[config.mk]
export PLATFORM = sky130hd
export DESIGN_NAME = fp_square
export DESIGN_NICKNAME = d
export VERILOG_FILES = /design/src/rtl/fp_square.sv
export SDC_FILE = /design/constraint.sdc
export NUM_CORES = 1
export LEC_CHECK = 0
export CAP_MARGIN = 0
export CORE_ASPECT_RATIO = 0.5
export CORE_MARGIN = 2
export CORE_UTILIZATION = 40
export DETAILED_ROUTE_END_ITERATION = 10
export PLACE_DENSITY = 0.58
export SETUP_SLACK_MARGIN = 0.2
export SLEW_MARGIN = 20
export SYNTH_ARGS = -nofsm -noshare
export SYNTH_HDL_FRONTEND = slang
export SYNTH_SLANG_ARGS = --single-unit
[constraint.sdc]
create_clock -name clk -period 8.7 [get_ports clk]
set_clock_uncertainty 0.15 [all_clocks]
set_input_delay 1.74 -clock clk [delete_from_list [all_inputs] [get_ports clk]]
set_output_delay 1.74 -clock clk [all_outputs]
set_load 0.02 [all_outputs]
[src/rtl/fp_square.sv]
// Iterative unsigned fixed-point squarer: out = floor(in*in / 2^FRAC_WIDTH), saturated.
// One shift-add step per clock, WIDTH cycles of latency, go/done handshake.
module fp_square #(
    parameter int WIDTH      = 32,
    parameter int INT_WIDTH  = 32,
    parameter int FRAC_WIDTH = 0
) (
    input  logic             clk,
    input  logic             reset,
    input  logic             go,
    input  logic [WIDTH-1:0] in,
    output logic [WIDTH-1:0] out,
    output logic             done,
    output logic             busy,
    output logic             overflow
);

    localparam int IDX_W = (WIDTH > 1) ? $clog2(WIDTH) : 1;

    if (INT_WIDTH + FRAC_WIDTH != WIDTH) begin : g_bad_format
        $error("fp_square: INT_WIDTH + FRAC_WIDTH must equal WIDTH");
    end

    typedef enum logic [0:0] {
        IDLE = 1'b0,
        RUN  = 1'b1
    } state_t;

    state_t               state_r;
    state_t               next_state_s;
    logic [WIDTH-1:0]     mcand_r;
    logic [WIDTH-1:0]     mplier_r;
    logic [2*WIDTH-1:0]   acc_r;
    logic [IDX_W-1:0]     idx_r;
    logic [WIDTH-1:0]     out_r;
    logic                 done_r;
    logic                 busy_r;
    logic                 overflow_r;

    logic [WIDTH:0]       addend_s;
    logic [WIDTH:0]       sum_s;
    logic [2*WIDTH:0]     wide_s;
    logic [2*WIDTH-1:0]   acc_next_s;
    logic [2*WIDTH-1:0]   scaled_s;
    logic                 sat_s;
    logic                 last_s;

    // Shift-add datapath; on the last iteration acc_next_s is the full exact product.
    always_comb begin
        if (mplier_r[0]) begin
            addend_s = {1'b0, mcand_r};
        end else begin
            addend_s = {(WIDTH+1){1'b0}};
        end
        sum_s      = {1'b0, acc_r[2*WIDTH-1:WIDTH]} + addend_s;
        wide_s     = {sum_s, acc_r[WIDTH-1:0]};
        acc_next_s = (2*WIDTH)'(wide_s >> 1);
        scaled_s   = acc_next_s >> FRAC_WIDTH;
        sat_s      = |scaled_s[2*WIDTH-1:WIDTH];
        last_s     = (state_r == RUN) && (idx_r == IDX_W'(WIDTH - 1));
    end

    // Next-state logic.
    always_comb begin
        next_state_s = state_r;
        case (state_r)
            IDLE: begin
                if (go) begin
                    next_state_s = RUN;
                end else begin
                    next_state_s = IDLE;
                end
            end
            RUN: begin
                if (last_s) begin
                    next_state_s = IDLE;
                end else begin
                    next_state_s = RUN;
                end
            end
            default: next_state_s = IDLE;
        endcase
    end

    // State register.
    always_ff @(posedge clk or negedge reset) begin
        if (!reset) begin
            state_r <= IDLE;
        end else begin
            state_r <= next_state_s;
        end
    end

    // Operand capture and iteration registers.
    always_ff @(posedge clk or negedge reset) begin
        if (!reset) begin
            mcand_r  <= {WIDTH{1'b0}};
            mplier_r <= {WIDTH{1'b0}};
            acc_r    <= {(2*WIDTH){1'b0}};
            idx_r    <= {IDX_W{1'b0}};
        end else begin
            case (state_r)
                IDLE: begin
                    if (go) begin
                        mcand_r  <= in;
                        mplier_r <= in;
                        acc_r    <= {(2*WIDTH){1'b0}};
                        idx_r    <= {IDX_W{1'b0}};
                    end
                end
                RUN: begin
                    acc_r    <= acc_next_s;
                    mplier_r <= mplier_r >> 1;
                    if (last_s) begin
                        idx_r <= {IDX_W{1'b0}};
                    end else begin
                        idx_r <= idx_r + {{(IDX_W-1){1'b0}}, 1'b1};
                    end
                end
                default: begin
                    idx_r <= {IDX_W{1'b0}};
                end
            endcase
        end
    end

    // Registered handshake and result; result loads on the completion edge itself.
    always_ff @(posedge clk or negedge reset) begin
        if (!reset) begin
            out_r      <= {WIDTH{1'b0}};
            done_r     <= 1'b0;
            busy_r     <= 1'b0;
            overflow_r <= 1'b0;
        end else begin
            done_r <= last_s;
            busy_r <= (next_state_s == RUN);
            if (last_s) begin
                overflow_r <= sat_s;
                if (sat_s) begin
                    out_r <= {WIDTH{1'b1}};
                end else begin
                    out_r <= scaled_s[WIDTH-1:0];
                end
            end
        end
    end

    assign out      = out_r;
    assign done     = done_r;
    assign busy     = busy_r;
    assign overflow = overflow_r;

endmodule

==> results.yml <==
place:
  dp.final_hpwl_um: 15200
  final_weighted_congestion_in_routability_driven_placement: 0.888
  number_of_input_and_output_port_buffers_inserted: 69
  detailed_place.area_um2: 10000
clock_tree:
  holdBufCountCts: 0
  htree_num_levels: 4
  tritoncts: "done"
  cts.root.buffer_cell: "sky130_fd_sc_hd__clkbuf_16"
  cts_buffer_depth: 2
  worstSkewPairLatency_ns: 0.43
  cts_buffers: 17
  cts.repair_timing.setup_buffer_count: 0
  clk_pin_slew_worst_paths_ns: 0.07
  ctsResizeCount: 0
  clock-sinks: 167
critical_path:
  timing.critical_path.slowest_cell_delay_ns: 0.88
  crit_path_cell_trace: "and2_1 -> ha_1 -> inv_1 -> fa_1 -> nor2b_1 -> o2111ai_1 -> a211oi_1 -> nor3b_1 -> a2111oi_0 -> o2111ai_1 -> nor4_1 -> nand4b_1 -> nor2_4 -> a31oi_1"
  setup.worst_path.start_class: "flop"
  crit_path_top_delay_cell: "sky130_fd_sc_hd__dfrtp_1"
  critPathRequiredTime_ns: 8.81
  worst_ep_arrival_time_ns: 5.41
  sort_of_element_at_the_end_of_the_critical_path: "flop"
  worst_path_buffer_plus_inverter_count: 1
  cpLargestDelayFamily: "simple AND/OR/NAND/NOR gates"
  cp_max_fo: 33
  worst-setup-path-type: "reg -> reg"
  crit_path_frequent_cell: "sky130_fd_sc_hd__o2111ai_1"
timing:
  worst-slew-pin-transition_ns: 1.01
  fin_hold_ws_ns: 0.326
  fin_setup_tns_ns: 0
  max_freq_mhz: 189
  layout_min_cycle_time_ns: 5.30
  timing.final.setup_violations: 0
  report.final.slew_viol_count: 0
  final_min_period_over_clock_period: 0.609
  grt_setup_unrepaired: "false"
  hold_viol_final: 0
  timing.max_slew.rel_slack: 0.326
grt:
  maximum_number_of_pins_on_one_net_before_global_route_repair: 102
  antenna_found_initial: 0
  track_usage: 0.193
  grt_first_pass_wirelength_um: 37800
  number_of_global_route_vias_before_repair: 7184
  gr-total-overflow: 0
finish:
  antenna-diode-count: 0
  num-nets-final: 1076
  postLayoutCoreUtil: 0.465
  multi_input_gate_area_um2: 4660
  final_cell_area_um2: 10600
  drive_above_1_share: 0.104
  area_growth_syn_to_layout_pct: 14.5
  ff_latch_area_um2: 4180
  layout.filler_cells: 2166
routing:
  routed-via-count: 7332
  postRouteAntennaNets: 0
  routed_wire_length_per_instance_um: 17.2
  drt-vias-per-instance: 5.53
  drt_wl_total_um: 22800
  drc_errors: 0
  detailedRoute.firstIterationViolations: 440
  drt_pass1_iterations: 5
power:
  total_switching_power_mw: 1.56
  vdd_drop_max_v: 0.000135
  power.density_nw_per_um2: 350
  p_leak_nw: 4.59
  pwr-share-comb: 0.459
  seqPwrFrac: 0.342
  clock_power_share: 0.199
  p_int_mw: 2.14
  switching_share: 0.423
yosys:
  seq_area_frac_synth: 0.453
  syn-instance-count: 980
  count_of_flip_flops_with_a_built_in_enable_after_synthesis: 0
  postSynth.asyncResetShare: 1.00
  dominant_register_cell_in_the_synthesized_netlist: "sky130_fd_sc_hd__dfrtp_1"
  ys_types: 80
  synthesis.yosys.warnings: 0
  syn_area_per_cell_um2: 9.42
  number_of_storage_elements_in_the_synthesis_netlist: 167
  syn_nets: 1050
  synth.cell_area_um2: 9230
floorplan:
  io-pin-count: 70
  die_x_um: 219
  floorplan_row_count: 39
  fp.coreArea_um2: 22700
  die_h_um: 111
  design.die.area_um2: 24400
  start_util: 0.406
min_path:
  hp-class: "reg -> reg"
outcome:
  outcome: "completed"
job:
  maxCapViolCount: 0
-- placed cells by master (no fill, tap or decap), types with 5 or more instances in the layout --
cell,netlist,routed
sky130_fd_sc_hd__nor2_1,93,92
sky130_fd_sc_hd__buf_4,1,6
sky130_fd_sc_hd__mux2_2,34,34
sky130_fd_sc_hd__a21oi_1,54,54
sky130_fd_sc_hd__a211oi_1,6,6
sky130_fd_sc_hd__nand2_1,148,147
sky130_fd_sc_hd__a22o_1,21,21
sky130_fd_sc_hd__nor4_1,6,6
sky130_fd_sc_hd__nand2b_1,5,5
sky130_fd_sc_hd__xor2_1,6,6
sky130_fd_sc_hd__mux2i_1,36,36
sky130_fd_sc_hd__inv_1,12,12
sky130_fd_sc_hd__and2_1,36,36
sky130_fd_sc_hd__clkdlybuf4s50_1,0,67
sky130_fd_sc_hd__a21o_1,13,13
sky130_fd_sc_hd__nand3_1,9,9
sky130_fd_sc_hd__dfrtp_1,167,166
sky130_fd_sc_hd__nand4_1,6,6
sky130_fd_sc_hd__nor3_1,13,13
sky130_fd_sc_hd__and3_1,5,5
sky130_fd_sc_hd__a21oi_2,13,13
sky130_fd_sc_hd__ha_1,34,34
sky130_fd_sc_hd__o21ai_0,90,90
sky130_fd_sc_hd__xnor2_1,10,10
sky130_fd_sc_hd__a31oi_1,8,8
sky130_fd_sc_hd__o21a_1,5,5
sky130_fd_sc_hd__clkbuf_16,0,17
-- cells by family (layout without fill, tap and decap cells) --
kind of cell	after synthesis	count (layout)	synth area share
compound gates	269	269	0.192
flops	167	167	0.453
fa+ha+maj	35	35	0.0482
xor+xnor	16	16	0.0152
buf+inv	80	119	0.0440
mux	70	70	0.0805
simple gates	343	343	0.168
-- registers in the layout, indices dropped and copies added (netlist names) --
| register | count |
|---|---|
| done | 1 |
| busy | 1 |
| overflow | 1 |
| acc_r | 63 |
| mplier_r | 32 |
| mcand_r | 32 |
| out | 32 |
| idx_r | 5 |
-- power groups by stage --
stage               registers, mW  clock network (mW)  logic (mW)
floorplan                    1.18                   0        1.40
global route                 1.30               0.788        1.89
global placement             1.27                   0        1.66
CTS                          1.26               0.754        1.69
finish                       1.27               0.735        1.70
detailed placement           1.28                   0        1.68
-- metal layers --
layer	up-vias	track usage	share of wire
li1	3528	-	-
met1	3620	0.280	0.50
met2	166	0.294	0.45
met3	18	0.0366	0.044
met4	0	0.0532	0.011
met5	-	0	0
-- cells in the mapped netlist (all sizes together), types with 3 or more instances --
library cell | instances | area share
a311o | 4 | 0.0045
xnor2 | 10 | 0.0095
a211oi | 6 | 0.0049
ha | 34 | 0.046
nor2b | 3 | 0.0020
inv | 12 | 0.0049
o21ai | 93 | 0.051
o2111ai | 4 | 0.0038
o311ai | 3 | 0.0028
a21boi | 3 | 0.0024
or2 | 3 | 0.0020
nand2 | 148 | 0.060
nand3 | 9 | 0.0049
o211a | 3 | 0.0033
and3 | 6 | 0.0042
dfrtp | 167 | 0.45
a21o | 14 | 0.012
nor3b | 3 | 0.0024
xor2 | 6 | 0.0057
nor2 | 94 | 0.039
nand2b | 5 | 0.0034
nor4 | 6 | 0.0041
o31ai | 4 | 0.0033
o21a | 5 | 0.0041
nand4 | 6 | 0.0041
or3 | 3 | 0.0022
a2111oi | 4 | 0.0045
nor3 | 13 | 0.0070
a22o | 22 | 0.021
mux2 | 34 | 0.041
buf | 19 | 0.015
a31oi | 9 | 0.0068
mux2i | 36 | 0.039
a21oi | 67 | 0.042
clkbuf | 46 | 0.019
and2 | 37 | 0.025
-- worst reg2reg max path, delay by kind of cell, from the launching register on --
family / cells / cell delay [ns]
AOI/OAI and AO/OA: 5 / 1.54
adders and majority gates: 2 / 0.56
buffers and inverters: 1 / 0.06
DFF: 1 / 0.88
and+or+nand+nor: 6 / 1.94
-- per-stage QoR --
stage | cells | setup slack (ns) | power (mW)
final | 1326 | 3.40 | 3.70
after CTS | 1326 | 3.39 | 3.71
after floorplan | 980 | 4.98 | 2.58
after global placement | 1294 | 3.52 | 2.93
after global routing | 1326 | 3.04 | 3.99
after detailed placement | 1294 | 3.44 | 2.95
-- cell type report --
type / count / share of cell area
timing repair buffer: 75 / 0.0692
inverter: 12 / 0.00426
clock inverter: 10 / 0.00828
clock buffer: 22 / 0.0458
tap: 307 / 0.0363
multi-input combinational: 733 / 0.441
sequential: 167 / 0.395
-- worst paths after layout --
path / startpoint / to / slack, ns / depth (start not counted)
worst max register to register: mplier_r[0]$_DFFE_PN0P_ / overflow$_DFFE_PN0P_ / 3.40 / 14
worst min-delay path: mplier_r[18]$_DFFE_PN0P_ / mplier_r[17]$_DFFE_PN0P_ / 0.33 / 2
worst max-delay path: mplier_r[0]$_DFFE_PN0P_ / overflow$_DFFE_PN0P_ / 3.40 / 14
worst min register to register: mplier_r[18]$_DFFE_PN0P_ / mplier_r[17]$_DFFE_PN0P_ / 0.33 / 2
max in group asynchronous: reset / busy$_DFF_PN0_ / 5.59 / 2
min in group asynchronous: reset / acc_r[7]$_DFFE_PN0P_ / 1.27 / 1
No activity file was read; power rests on OpenSTA's default activity.
